[src/rtl/traffic_pkg.sv]
// Shared types and sizing helpers for the intersection phase controller.
package traffic_pkg;

   typedef enum logic [1:0] {
      ST_IDLE   = 2'd0,
      ST_GREEN  = 2'd1,
      ST_YELLOW = 2'd2,
      ST_ALLRED = 2'd3
   } state_t;

   typedef enum logic [1:0] {
      MODE_IDLE   = 2'd0,
      MODE_NORMAL = 2'd1,
      MODE_JAM    = 2'd2
   } mode_t;

   // Width needed to hold values 0..n-1, never narrower than one bit.
   function automatic int lane_w(input int n);
      return (n <= 2) ? 1 : $clog2(n);
   endfunction

   function automatic int cnt_w(input int a, input int b, input int c, input int d);
      int m;
      m = a;
      if (b > m) m = b;
      if (c > m) m = c;
      if (d > m) m = d;
      return $clog2(m + 1);
   endfunction

endpackage

[src/rtl/traffic_phase_ctrl_rr_pick.sv]
// Rotating-priority picker: first set request after ptr, wrapping; purely combinational.
module rr_pick
   import traffic_pkg::*;
#(
   parameter int N = 4,
   parameter int W = lane_w(N)
)(
   input  logic [N-1:0] req,
   input  logic [W-1:0] ptr,
   output logic [W-1:0] grant_idx,
   output logic         valid
);

   // Scan from farthest to nearest so the nearest request after ptr wins.
   always_comb begin
      grant_idx = '0;
      valid     = |req;
      for (int i = N; i >= 1; i--) begin
         if (req[(int'(ptr) + i) % N]) begin
            grant_idx = W'((int'(ptr) + i) % N);
         end
      end
   end

endmodule

[src/rtl/traffic_phase_ctrl.sv]
// Lane phase controller: GREEN/YELLOW(/ALLRED) sequencing with jam priority, registered lamps.
// TRAFFIC_ALLRED_EN adds an all-red clearance phase between yellow and the next green.
module traffic_phase_ctrl
   import traffic_pkg::*;
#(
   parameter int N_LANES          = 4,
   parameter int GREEN_CYCLES     = 16,
   parameter int JAM_GREEN_CYCLES = 32,
   parameter int YELLOW_CYCLES    = 4,
   parameter int ALLRED_CYCLES    = 2,
   parameter int MAX_EXT          = 2,
   localparam int LANE_W          = lane_w(N_LANES)
)(
   input  logic               clk,
   input  logic               rst_n,
   input  logic [N_LANES-1:0] traffic_jam,
   output logic [N_LANES-1:0] allow,
   output logic [N_LANES-1:0] warn,
   output logic [1:0]         mode,
   output logic [LANE_W-1:0]  active_lane
);

   localparam int CNT_W = cnt_w(GREEN_CYCLES, JAM_GREEN_CYCLES, YELLOW_CYCLES, ALLRED_CYCLES);
   localparam int EXT_W = lane_w(MAX_EXT + 1);

   localparam logic [CNT_W-1:0]  T_GREEN   = CNT_W'(GREEN_CYCLES - 1);
   localparam logic [CNT_W-1:0]  T_JAM     = CNT_W'(JAM_GREEN_CYCLES - 1);
   localparam logic [CNT_W-1:0]  T_YELLOW  = CNT_W'(YELLOW_CYCLES - 1);
`ifdef TRAFFIC_ALLRED_EN
   localparam logic [CNT_W-1:0]  T_ALLRED  = CNT_W'(ALLRED_CYCLES - 1);
`endif
   localparam logic [EXT_W-1:0]  EXT_MAX   = EXT_W'(MAX_EXT);
   localparam logic [LANE_W-1:0] LAST_LANE = LANE_W'(N_LANES - 1);

   state_t              r_state,  w_state_nxt;
   mode_t               r_mode,   w_mode_nxt;
   logic [CNT_W-1:0]    r_timer,  w_timer_nxt;
   logic [EXT_W-1:0]    r_ext,    w_ext_nxt;
   logic [LANE_W-1:0]   r_ptr,    w_ptr_nxt;
   logic [LANE_W-1:0]   r_lane,   w_lane_nxt;
   logic [N_LANES-1:0]  r_allow,  w_allow_nxt;
   logic [N_LANES-1:0]  r_warn,   w_warn_nxt;

   logic [LANE_W-1:0]   w_jam_idx;
   logic                w_jam_vld;
   logic [LANE_W-1:0]   w_norm_idx;
   logic                w_jam_other;
   logic                w_jam_self;
   logic                w_do_pick;

   function automatic logic [N_LANES-1:0] onehot(input logic [LANE_W-1:0] l);
      onehot    = '0;
      onehot[l] = 1'b1;
   endfunction

   rr_pick #(
      .N (N_LANES),
      .W (LANE_W)
   ) u_rr_pick (
      .req       (traffic_jam),
      .ptr       (r_ptr),
      .grant_idx (w_jam_idx),
      .valid     (w_jam_vld)
   );

   assign w_norm_idx  = (r_ptr == LAST_LANE) ? '0 : r_ptr + LANE_W'(1);
   assign w_jam_other = |(traffic_jam & ~onehot(r_lane));
   assign w_jam_self  = traffic_jam[r_lane];

   always_comb begin
      w_state_nxt = r_state;
      w_mode_nxt  = r_mode;
      w_timer_nxt = r_timer - CNT_W'(1);
      w_ext_nxt   = r_ext;
      w_ptr_nxt   = r_ptr;
      w_lane_nxt  = r_lane;
      w_do_pick   = 1'b0;

      case (r_state)
         ST_IDLE: w_do_pick = 1'b1;
         ST_GREEN: begin
            if (r_mode == MODE_JAM) begin
               if (r_timer == '0) begin
                  // A lone persisting jam keeps its green, up to EXT_MAX reloads.
                  if (w_jam_self && !w_jam_other && (r_ext < EXT_MAX)) begin
                     w_timer_nxt = T_JAM;
                     w_ext_nxt   = r_ext + EXT_W'(1);
                  end else begin
                     w_state_nxt = ST_YELLOW;
                     w_timer_nxt = T_YELLOW;
                  end
               end
            end else if (w_jam_other || (r_timer == '0)) begin
               w_state_nxt = ST_YELLOW;
               w_timer_nxt = T_YELLOW;
            end
         end
         ST_YELLOW: begin
            if (r_timer == '0) begin
`ifdef TRAFFIC_ALLRED_EN
               w_state_nxt = ST_ALLRED;
               w_timer_nxt = T_ALLRED;
`else
               w_do_pick   = 1'b1;
`endif
            end
         end
         ST_ALLRED: begin
            if (r_timer == '0) w_do_pick = 1'b1;
         end
         default: w_state_nxt = ST_IDLE;
      endcase

      if (w_do_pick) begin
         w_state_nxt = ST_GREEN;
         w_ext_nxt   = '0;
         if (w_jam_vld) begin
            w_lane_nxt  = w_jam_idx;
            w_mode_nxt  = MODE_JAM;
            w_timer_nxt = T_JAM;
         end else begin
            w_lane_nxt  = w_norm_idx;
            w_mode_nxt  = MODE_NORMAL;
            w_timer_nxt = T_GREEN;
         end
         w_ptr_nxt = w_lane_nxt;
      end

      w_allow_nxt = (w_state_nxt == ST_GREEN)  ? onehot(w_lane_nxt) : '0;
      w_warn_nxt  = (w_state_nxt == ST_YELLOW) ? onehot(w_lane_nxt) : '0;
   end

   always_ff @(posedge clk or negedge rst_n) begin
      if (!rst_n) begin
         r_state <= ST_IDLE;
         r_mode  <= MODE_IDLE;
         r_timer <= '0;
         r_ext   <= '0;
         r_ptr   <= LAST_LANE;
         r_lane  <= '0;
         r_allow <= '0;
         r_warn  <= '0;
      end else begin
         r_state <= w_state_nxt;
         r_mode  <= w_mode_nxt;
         r_timer <= w_timer_nxt;
         r_ext   <= w_ext_nxt;
         r_ptr   <= w_ptr_nxt;
         r_lane  <= w_lane_nxt;
         r_allow <= w_allow_nxt;
         r_warn  <= w_warn_nxt;
      end
   end

   assign allow       = r_allow;
   assign warn        = r_warn;
   assign mode        = r_mode;
   assign active_lane = r_lane;

endmodule

[config.mk]
export PLATFORM = sky130hd
export DESIGN_NAME = traffic_phase_ctrl
export DESIGN_NICKNAME = d
export VERILOG_FILES = /design/src/rtl/traffic_pkg.sv /design/src/rtl/traffic_phase_ctrl_rr_pick.sv /design/src/rtl/traffic_phase_ctrl.sv
export SDC_FILE = /design/constraint.sdc
export NUM_CORES = 1
export LEC_CHECK = 0
export ABC_AREA = 1
export BUFFER_PORTS_ARGS = -buffer_cell sky130_fd_sc_hd__buf_4
export CAP_MARGIN = 20
export CORE_MARGIN = 4
export CORE_UTILIZATION = 57
export DETAILED_ROUTE_END_ITERATION = 8
export GPL_ROUTABILITY_DRIVEN = 1
export PLACE_DENSITY = 0.79
export SKIP_CTS_REPAIR_TIMING = 1
export SLEW_MARGIN = 20
export SYNTH_ARGS = -nofsm -noshare
export SYNTH_HDL_FRONTEND = slang
export SYNTH_HIERARCHICAL = 1
export SYNTH_SLANG_ARGS = --single-unit
[constraint.sdc]
create_clock -name clk -period 2 [get_ports clk]
set_input_delay 0.1 -clock clk [delete_from_list [all_inputs] [get_ports clk]]
set_output_delay 0.1 -clock clk [all_outputs]
set_load 0.02 [all_outputs]
==> results of run 1 <==
logic make-up (layout without fill, tap and decap cells):
kind of cell / after synthesis / after routing / synth area share
buf+inv: 30 / 53 / 0.09187
compound gates: 17 / 17 / 0.07262
flops: 24 / 24 / 0.4217
fa+ha+maj: 1 / 1 / 0.008748
xor+xnor: 3 / 3 / 0.01838
simple gates: 112 / 112 / 0.3867
flip-flops by register name, summed over array words and instances (netlist names):
signal	count
r_ptr	2
mode	2
allow	4
warn	4
r_timer	6
r_state	2
active_lane	2
r_ext	2
cells in the mapped netlist:
cell type	instances
a21oi_1	4
buf_4	1
nand2_1	58
o21ai_1	2
ha_1	1
a21oi_2	1
inv_2	3
dfrtp_1	22
o22ai_1	1
nand3_4	1
xnor2_1	1
nor2_1	16
nor2_4	1
nand4_1	2
nand3b_1	1
inv_4	3
or2_2	1
nor2_2	2
nand2_4	6
inv_1	22
nand3_2	1
nand2_2	12
o21ai_2	3
o21a_1	1
dfstp_2	2
nand3_1	11
o21ai_0	5
xor2_1	2
buf_6	1
through the flow:
| step | hold slack [ps] | TNS [ps] | setup WS (ps) | std cells | util |
|---|---|---|---|---|---|
| after floorplan | -195.6 | 0 | 271.7 | 187 | - |
| after global placement | 7.929 | 0 | 98.89 | 230 | 0.6852 |
| after detailed placement | 13.17 | -0.5145 | -0.5145 | 230 | 0.6852 |
| after CTS | -365.9 | -80.84 | -34.31 | 234 | 0.7081 |
| after global routing | 178.7 | -49.17 | -20.39 | 238 | 0.7331 |
| final | 174.9 | 0 | 95.44 | 238 | 0.7331 |
area by class of cell:
cell class	instances	share of cell area
multi-input cells	133	0.4235
flip-flops and latches	24	0.3603
repair buffers	21	0.09733
inverters	28	0.06686
well taps	28	0.02080
clock inverters	1	0.01783
clock buffers	3	0.01337
worst min path at each step:
| stage | from | endpoint | slack, ps | depth (start not counted) |
|---|---|---|---|---|
| 5_1_grt | rst_n | warn[1] | 180 | 2 |
| 4_1_cts | rst_n | r_timer[0] | -370 | 1 |
| 3_3_place_gp | rst_n | r_timer[2] | 8 | 1 |
| 2_1_floorplan | rst_n | active_lane[0] | -200 | 0 |
| 3_5_place_dp | rst_n | r_timer[4] | 10 | 1 |
| 6_report | rst_n | r_timer[2] | 170 | 2 |
worst max-delay path: cells and delay by family (launching register included):
family / cells / cell delay, ps
buffers and inverters: 3 / 230
AO/OA/AOI/OAI: 2 / 160
flip-flops: 1 / 700
AND/OR/NAND/NOR: 11 / 720
power by group through the flow:
stage	registers (mW)	logic, mW	clock network (mW)
after global routing	0.907	1.87	0.390
after global placement	0.890	1.47	0
after detailed placement	0.902	1.52	0
final	0.882	1.67	0.362
after floorplan	0.952	1.11	0
after CTS	0.893	1.53	0.369
metal layers:
metal  GRT usage  vias to the layer above  routed length, um
met2      0.3355                       38               1496
met4     0.05960                        0                 65
met3     0.04454                        9                157
li1            -                      619                  -
met1      0.2647                      572               1374
met5           0                        -                  0
==> impl_metrics.toml, run 1 <==
[critical_path]
crit_top_cell = "nand2_1"
critical_path.reg2reg.startpoint = "r_ptr[0]"
timing.critical_path.from = "r_ptr[0]"
reg2reg_depth = 16
cp.required_ps = 2240
critical_path.endpoint_type = "flop"
cp_max_fo = 8
cp_cell_sequence = "buf_6, o21ai_2, nand2_1, nand2_1, inv_2, nand2_1, nand2_1, nand2_1, nand2_1, nand2_1, o21ai_2, nand2_2, nand2_4, inv_2, nand2_1, nor2_1"
startpoint_type = "flop"
worst-r2r-setup-slack_ps = 100
cpMaxStageDelayCell = "dfstp_4"
cpPeakStageDelay_ps = 700
critical_path.endpoint = "warn[2]"
crit_type = "flop to flop"
rr_endpoint = "warn[2]"
critPathArrivalTime_ps = 2140

[logic_synthesis]
synthDistinctLibCells = 29
syn_avg_cell_area_um2 = 7.648
yosysWarningCount = 6
post_synth_instance_area_um2 = 1430
synth_fp_nets = 194
synth-seq-cells = 24
synth_top_cells_by_area = "dfrtp_1 (38%), nand2_1 (15%), inv_1 (5.8%), nand2_2 (5.2%), nand2_4 (4.7%)"
yosysSeqAreaShare = 0.4217
synth_largest_area_cell = "dfrtp_1"
synth.top_cell.area_share = 0.3850
postSynthCellCount = 187

[clock_network]
clock_sink_count = 24
ctsLongestPathBuffers = 2
cts_buffers = 3
path_clk_slew_ps = 140
cts.htree.levels = 1
clock_tree_from_tritoncts = "yes"
worstSkewPairLatency_ps = 330
clock-root-buffer = "clkbuf_4"

[floorplan]
start_util = 0.6225
row_count = 17
die-area_um2 = 3374
top_level_ports = 18
die_x_extent_um = 58.09
core_region_area_um2 = 2297
die-height_um = 58.09

[drt]
drt_wl_total_mm = 3.094
dr_total_vias = 1238
detailedRoute.firstIterationViolations = 34
vias_per_cell = 5.202
drt-wirelength-per-cell_um = 13.00
route.antenna.remaining_nets = 0
drtPass1Iterations = 4
remaining_drc_errors = 0

[cells_and_area]
layout.cells.most_common_list = "nand2_1 (57), dfrtp_1 (22), inv_1 (21), buf_4 (19), nor2_1 (15)"
syn2layout_area_growth_pct = 17.76
layout.filler_cells = 188
final_layout_size_suffix_gt1_frac = 0.3095
finish.instance_area_um2 = 1684
final-seq-area_um2 = 606.8
nNetsFinal = 218
multiInputGateArea_um2 = 713.2
antenna_cells_inserted = 0
mostFrequentLayoutCell = "nand2_1"

[sta]
max-slew-margin-rel = 0.7929
finalCritPeriodShare = 0.9523
worstMarginPinSlew_ps = 309.8
rsz_0062_raised_after_global_routing = "yes"
fin_crit_ps = 1905
slew_violations = 0
clock-skew-final_ps = 1.563
max_freq_ghz = 0.5251
setup_viol = 0
timing.final.hold_violations = 0

[flow_run]
cap_viol_max_count = 0

[power]
p_int_mw = 1.535
clock_power_share = 0.124
power.total_mw = 2.914
sequential_share_of_power = 0.303
p_comb_frac = 0.573
power_per_cell_area_nw_per_um2 = 1730
power.ir.vdd_worst_mv = 1.165
netSwitchingFraction = 0.4731
net_switching_component_of_the_power_mw = 1.379
p_leak_nw = 0.9271

[grt]
first_global_vias = 1185
grt_start_max_net_pins = 25
grtUsageTotal = 0.2025
grt.overflow.total = 0
antenna_found_initial = 0
grt_pass1_wl_mm = 5.278

[placement]
detailed_place_hpwl_mm = 2.282
place_area_um2 = 1574
port-buffer-count = 17
finalWeightedCongestion = 0.7480

[hold_path]
hp-class = "input port to asynchronous set/reset pin"

[outcome]
status = "finished clean"
(Power assumes the default switching activity.)
==> run 2: changes to the inputs <==
--- a/config.mk
+++ b/config.mk
@@ -8,6 +8,7 @@
 export ABC_AREA = 1
 export BUFFER_PORTS_ARGS = -buffer_cell sky130_fd_sc_hd__buf_4
 export CAP_MARGIN = 20
+export CORE_ASPECT_RATIO = 1.2
 export CORE_MARGIN = 4
 export CORE_UTILIZATION = 57
 export DETAILED_ROUTE_END_ITERATION = 8
==> impl_metrics.toml, run 2 (same netlist as run 1, synthesis figures left out) <==
[cells_and_area]
nNetsFinal = 218
layout.cells.most_common_list = "nand2_1 (57), dfrtp_1 (22), inv_1 (21), buf_4 (19), nor2_1 (16)"
antenna_cells_inserted = 0
largest-register = "r_timer"
mostFrequentLayoutCell = "nand2_1"
syn2layout_area_growth_pct = 17.85
layout.filler_cells = 173
final_layout_size_suffix_gt1_frac = 0.3048
number_of_flip_flops_under_the_largest_register_name = 6
layout.core_utilization = 0.7161

[critical_path]
critical_path.reg2reg.startpoint = "r_ptr[0]"
critPathArrivalTime_ps = 2140
timing.critical_path.from = "r_ptr[0]"
cp_cell_sequence = "buf_6, o21ai_2, nand2_1, nand2_1, inv_2, nand3_1, nand2_1, nand2_1, nand2_1, o21ai_2, nand2_2, nand2_4, inv_2, nand2_1, nor2_1"
reg2reg_depth = 15
crit_type = "flop to flop"
startpoint_type = "flop"
cpMaxStageDelayCell = "dfstp_4"
cp.required_ps = 2250
cp_max_fo = 7
crit_top_cell = "nand2_1"
crit_family = "simple AND/OR/NAND/NOR gates"
cpPeakStageDelay_ps = 690
timing.critical_path.buf_inv = 3
worst-r2r-setup-slack_ps = 110
rr_endpoint = "warn[2]"
critical_path.endpoint_type = "flop"

[clock_network]
worstSkewPairLatency_ps = 310
path_clk_slew_ps = 130
clock_sink_count = 24
clock_tree_from_tritoncts = "yes"
cts.htree.levels = 1
cts_buffers = 3
clock-root-buffer = "clkbuf_4"
ctsLongestPathBuffers = 2

[floorplan]
die-area_um2 = 3378
start_util = 0.6077
core_region_area_um2 = 2354
top_level_ports = 18
row_count = 19
die-height_um = 62.87
die_x_extent_um = 53.73

[sta]
timing.final.hold_violations = 0
rsz_0062_raised_after_global_routing = "yes"
slew_violations = 0
max_freq_ghz = 0.5281
clock-skew-final_ps = 6.747
setup_viol = 0
finalWorstSetupSlack_ps = 106.3
setup-tns-final_ps = 0
finalCritPeriodShare = 0.9469
fin_crit_ps = 1894
worstMarginPinSlew_ps = 286.9
max-slew-margin-rel = 0.8087

[grt]
grtUsageTotal = 0.1799
grt.overflow.total = 0
antenna_found_initial = 0
grt_start_max_net_pins = 25
first_global_vias = 1121
grt_pass1_wl_mm = 4.705

[placement]
port-buffer-count = 17
detailedPlace.worstSlack_ps = 35.69
detailed_place_hpwl_mm = 2.081
finalWeightedCongestion = 0.8026

[flow_run]
cap_viol_max_count = 0

[hold_path]
hp-class = "input port to asynchronous set/reset pin"

[drt]
vias_per_cell = 5.041
dr_total_vias = 1215
drt-wirelength-per-cell_um = 11.86
detailedRoute.firstIterationViolations = 15
drt_wl_total_mm = 2.859
remaining_drc_errors = 0
route.antenna.remaining_nets = 0
drtPass1Iterations = 4

[outcome]
status = "finished clean"

[power]
power_per_cell_area_nw_per_um2 = 1703
power.ir.vdd_worst_mv = 1.374
p_leak_nw = 0.9273
==> run 2: cell counts in the layout (fill, tap and decap cells not counted) <==
Identical to the previous run, type by type.
==> run 2: worst max path at each step <==
stage / endpoint / slack [ps] / cells past startpoint
2_1_floorplan: warn[0] / 270 / 18
3_3_place_gp: warn[0] / 90 / 16
3_5_place_dp: warn[2] / 40 / 16
4_1_cts: warn[2] / 0.03 / 16
5_1_grt: warn[1] / -6 / 14
6_report: warn[2] / 110 / 15
==> run 2: per-layer routing <==
layer	up-vias	global-route usage	wire length (um)	share of wire
met5	-	0	0	0
met4	0	0.03834	7	0.0024
met3	2	0.01909	52	0.018
met2	12	0.3242	1605	0.56
met1	579	0.2200	1193	0.42
li1	622	-	-	-
==> run 2: area by class of cell <==
type	count	area, um^2	area share
clock inverter	1	30.03	0.01782
multi-input combinational	133	710.7	0.4217
sequential	24	606.8	0.3601
timing repair buffer	21	163.9	0.09725
tap	31	38.79	0.02301
clock buffer	3	22.52	0.01336
inverter	28	112.6	0.06682
==> run 2: power by group <==
part | switching [mW] | total (mW) | internal (mW)
logic | 1.02 | 1.65 | 0.631
clock network | 0.140 | 0.343 | 0.203
registers | 0.173 | 0.875 | 0.702
==> run 2: through the flow <==
stage | hold WS, ps | instances | cell area [um^2] | total power [mW]
after floorplan | -195.6 | 187 | 1430 | 2.057
after global placement | 5.663 | 233 | 1578 | 2.360
after detailed placement | 8.982 | 233 | 1578 | 2.411
after CTS | -343.8 | 237 | 1630 | 2.765
after global routing | 231.7 | 241 | 1685 | 3.128
final | 203.1 | 241 | 1685 | 2.870
